[src/rtl/ineq_pkg.sv]
// Shared class encodings and FSM states for the inequality window monitor.
package ineq_pkg;
   localparam logic [2:0] CLS_ABOVE  = 3'b100;
   localparam logic [2:0] CLS_INSIDE = 3'b010;
   localparam logic [2:0] CLS_BELOW  = 3'b001;
   localparam logic [2:0] CLS_NONE   = 3'b000;

   typedef enum logic {
      ST_IDLE  = 1'b0,
      ST_TRACK = 1'b1
   } state_e;
endpackage

[src/rtl/ineq_classify.sv]
// Combinational 3-way unsigned classifier: one-hot {above, inside, below}.
module ineq_classify
   import ineq_pkg::*;
#(
   parameter int WIDTH = 4
) (
   input  logic [WIDTH-1:0] num,
   input  logic [WIDTH-1:0] lo,
   input  logic [WIDTH-1:0] hi,
   output logic [2:0]       raw
);
   always_comb begin
      raw = CLS_INSIDE;
      if (num > hi)      raw = CLS_ABOVE;
      else if (num < lo) raw = CLS_BELOW;
   end
endmodule

[src/rtl/inequality_window_monitor.sv]
// Registered window classifier with persistence filtering and programmable thresholds.
module inequality_window_monitor
   import ineq_pkg::*;
#(
   parameter int WIDTH   = 4,
   parameter int PERSIST = 3
) (
   input  logic             clk,
   input  logic             reset,
   input  logic [WIDTH-1:0] num,
   input  logic             sample_valid,
   input  logic [WIDTH-1:0] lo_th,
   input  logic [WIDTH-1:0] hi_th,
   input  logic             load,
   output logic [2:0]       out,
   output logic             out_valid,
   output logic             changed,
   output logic             th_error
);
   localparam int SW = $clog2(PERSIST + 1);
   localparam logic [SW-1:0] PMAX = SW'(PERSIST);

   logic [WIDTH-1:0] lo_reg, hi_reg;
   logic [2:0]       cand, cand_n, raw;
   logic [SW-1:0]    streak, streak_n;
   logic             accept, reject, proc, commit;
   state_e           state, state_n;

   ineq_classify #(.WIDTH(WIDTH)) u_cls (
      .num (num),
      .lo  (lo_reg),
      .hi  (hi_reg),
      .raw (raw)
   );

   // An accepted load swallows a coincident sample; a rejected one does not.
   always_comb begin
      accept   = load && (lo_th <= hi_th);
      reject   = load && (lo_th > hi_th);
      proc     = sample_valid && !accept;
      cand_n   = cand;
      streak_n = (streak == PMAX) ? PMAX : streak + SW'(1);
      if (raw != cand) begin
         cand_n   = raw;
         streak_n = SW'(1);
      end
      commit = proc && (streak_n == PMAX) && (cand_n != out);
   end

   always_comb begin
      state_n = state;
      if (state == ST_IDLE && commit) state_n = ST_TRACK;
   end

   always_ff @(posedge clk) begin
      if (reset) state <= ST_IDLE;
      else       state <= state_n;
   end

   always_ff @(posedge clk) begin
      if (reset) begin
         lo_reg   <= '0;
         hi_reg   <= '1;
         cand     <= CLS_NONE;
         streak   <= '0;
         out      <= CLS_NONE;
         changed  <= 1'b0;
         th_error <= 1'b0;
      end else begin
         th_error <= reject;
         changed  <= commit;
         if (accept) begin
            lo_reg <= lo_th;
            hi_reg <= hi_th;
            streak <= '0;
         end else if (proc) begin
            cand   <= cand_n;
            streak <= streak_n;
         end
         if (commit) out <= cand_n;
      end
   end

   assign out_valid = (state == ST_TRACK);
endmodule
[config.mk]
export PLATFORM = sky130hd
export DESIGN_NAME = inequality_window_monitor
export DESIGN_NICKNAME = d
export VERILOG_FILES = /design/src/rtl/ineq_pkg.sv /design/src/rtl/ineq_classify.sv /design/src/rtl/inequality_window_monitor.sv
export SDC_FILE = /design/constraint.sdc
export NUM_CORES = 1
export LEC_CHECK = 0
export ABC_AREA = 1
export ABC_CLOCK_PERIOD_IN_PS = 3300
export BUFFER_PORTS_ARGS = -buffer_cell sky130_fd_sc_hd__buf_2
export CAP_MARGIN = 20
export CORE_UTILIZATION = 58
export DETAILED_ROUTE_END_ITERATION = 10
export PLACE_DENSITY = 0.94
export SKIP_CTS_REPAIR_TIMING = 1
export SYNTH_ARGS = -nofsm -noshare
export SYNTH_HDL_FRONTEND = slang
export SYNTH_SLANG_ARGS = --single-unit
[constraint.sdc]
create_clock -name clk -period 3.3 [get_ports clk]
set_input_delay 0 -clock clk [delete_from_list [all_inputs] [get_ports clk]]
set_output_delay 0 -clock clk [all_outputs]
set_load 0.02 [all_outputs]
==> summary.txt <==
Timing
  – Slew Viols, Final: 0
  – Final min period: 1.993 ns
  – Setup TNS: 0 ns
  – Final Hold Viols: 0
  – RSZ-0062 raised after global routing: false
  – Worst setup margin: 1.307 ns
  – Worst clock skew: about 0.006 ns
  – Tcrit/Tclk final: about three fifths
  – Worst-margin pin slew: 0.4103 ns
  – Hold slack final: between 0.002 and 0.0025 ns
  – # setup viols final: 0
  – Max Fclk: 501.9 MHz
  – Slew HR: approximately 73%

Drt
  – Router iterations before antenna repair: 4
  – DRC Markers: 0
  – DR WL/cell: 11.62 um
  – DR vias/cell: 5.202
  – Antenna Nets Post-Route: 0
  – Via count: 1134
  – Initial DRC count: 39
  – Final WL: between 2000 and 3000 um

Finish
  – Fillers: 133
  – Net count, final: 221
  – Share of post-route cells with drive strength above 1: 23.32%
  – Inserted Diodes: 0
  – P&R area growth vs syn: 16.54%

Clock network
  – Clock Tree Root: clkbuf_4
  – Worst skew pair latency: 0.30 ns
  – Inserted Clock Buffers: 3
  – CTS tree: built
  – Sink Count: 19
  – H-Tree Depth: 1
  – Bufs on Longest Clock Path: 2
  – Clock-pin slew on the worst setup and hold paths: 0.11 ns

Worst hold path
  – HP Class: input port to register

Pwr
  – Clock share of power: a little over a fifth
  – Worst VDD drop: 315.7 uV
  – Switching share of power: 35.63%
  – Internal power: 0.0003597 W
  – Leak pwr: around 0.73 nW
  – Logic pwr share: between 30% and 40%
  – Seq pwr share: 45.4%
  – Switching power: 0.0001991 W
  – Cell Pwr Density: 409.0 nW/um^2

Logic synthesis
  – Seq/Total Area, Yosys: 32.44%
  – Net Count, Synth: between 150 and 200
  – Yosys warning count: 0
  – Top_reg_cell synth: dfxtp_1
  – EDFF count, synth: 0
  – Yosys cell types: 22
  – Largest cells by area after synthesis: dfxtp_1 (32%), nand2_1 (12%), ha_1 (12%)
  – Most frequent cell after synthesis: nand2_1
  – Flops & latches, synth: 19
  – Top post-synthesis cells by count: nand2_1 (37), inv_1 (29), dfxtp_1 (19)
  – Cell count after synthesis: 166
  – FFs w/ async S/R, synth: 0%
  – Area leader, netlist: dfxtp_1
  – Syn Std Cell Area: 1172 sq um
  – Syn Area/Cell: 7.062 sq um
  – Post-synth top area share: 32.44%

Run
  – Max Cap Viol: 0

Setup path
  – CP max FO: 15
  – Critical path class: input port to register
  – Req. time, crit path: 3.50 ns
  – Critical path capture point type: register
  – CP Launch Type: input port
  – CP Data Arrival Time: between 2 and 2.5 ns

Global routing
  – First-pass GRT wire length: 3981 um
  – Initial antenna violation count: 0
  – Vias in the first global route: between 1000 and 1500
  – Largest net degree at the start of global routing: 16
  – GRT Total Usage: 25.40%
  – Grt ovf: 0

Die
  – Die area: 2205 sq um
  – Starting Density: 65.07%
  – Die height: 46.96 um
  – Core area: 1802 sq um
  – # rows: 15
  – Die Width: 46.96 um
  – Io pins: 22

Placed design
  – Pre-CTS WS: about 1.4 ns
  – PortBufs: 21
  – Routability cong.: 0.8673
  – Post-DP HPWL: 1953 um

Run status
  – Status: complete, no violations
==> metrics by stage <==
stage	instances	util [%]	cell area (sq um)	total power (W)
after floorplan	166	-	1172	0.0003977
after global placement	210	72.15	1300	0.0004277
after detailed placement	210	72.15	1300	0.0004386
after CTS	214	73.61	1326	0.0005526
after global routing	218	75.83	1366	0.0005900
final	218	75.83	1366	0.0005589
==> cell type report <==
class / instances / area [sq um] / area share [%]
multi-input cells: 110 / 651.9 / 47.71
well taps: 25 / 31.28 / 2.289
repair buffers: 25 / 145.1 / 10.62
flip-flops and latches: 19 / 380.4 / 27.84
clock buffers: 4 / 26.28 / 1.923
inverters: 35 / 131.4 / 9.615
==> worst paths after layout <==
kind,from,endpoint,depth (start not counted),slack [ns]
worst max-delay path,lo_th[0],out[0],14,1.31
worst min-delay path,hi_th[2],hi_reg[2],3,0.002
worst max register to register,hi_reg[1],out[0],16,1.31
worst min register to register,lo_reg[3],lo_reg[3],2,0.48
==> critical path, cell delays in order <==
cell and delay (ns):
dlygate4sd3_1 0.52, buf_2 0.09, inv_1 0.04, ha_1 0.29, nand4_1 0.11, nand2_1 0.09, nand2_2 0.21, nand2_1 0.19
nor2_2 0.20, inv_1 0.07, nor2_1 0.14, nand2_1 0.09, nand3_1 0.08, nand2_1 0.06
==> power groups by stage <==
stage	Clock, W	Sequential, W	Combinational, W
3_5_place_dp	0	0.000259	0.000180
4_1_cts	0.000118	0.000253	0.000181
2_1_floorplan	0	0.000257	0.000140
5_1_grt	0.000125	0.000255	0.000209
6_report	0.000119	0.000254	0.000186
3_3_place_gp	0	0.000258	0.000170
==> routing by layer <==
metal	share of wire, %	vias up	GRT usage, %
met5	0	-	0
met4	1.2	0	7.429
met3	5.6	5	2.692
met2	50	44	46.67
met1	43	509	31.12
li1	-	576	-
==> layout by cell type (no fill, tap or decap), drive strengths merged <==
master        n
a21oi        13
buf          21
clkbuf        4
dfxtp        19
dlygate4sd3   4
ha           11
inv          35
nand2        44
nand3        12
nand3b        2
nand4         2
nor2         13
o211ai        4
o21ai         9
==> cells by family (layout without fill, tap and decap cells) <==
logic type,after synthesis,count (layout),synth area share [%]
AND/OR/NAND/NOR,73,73,31.27
buffers and inverters,37,64,11.95
AO/OA/AOI/OAI,26,26,12.59
flip-flops,19,19,32.44
adder cells (fa/ha/maj),11,11,11.74
No activity file was read; power rests on OpenSTA's default activity.
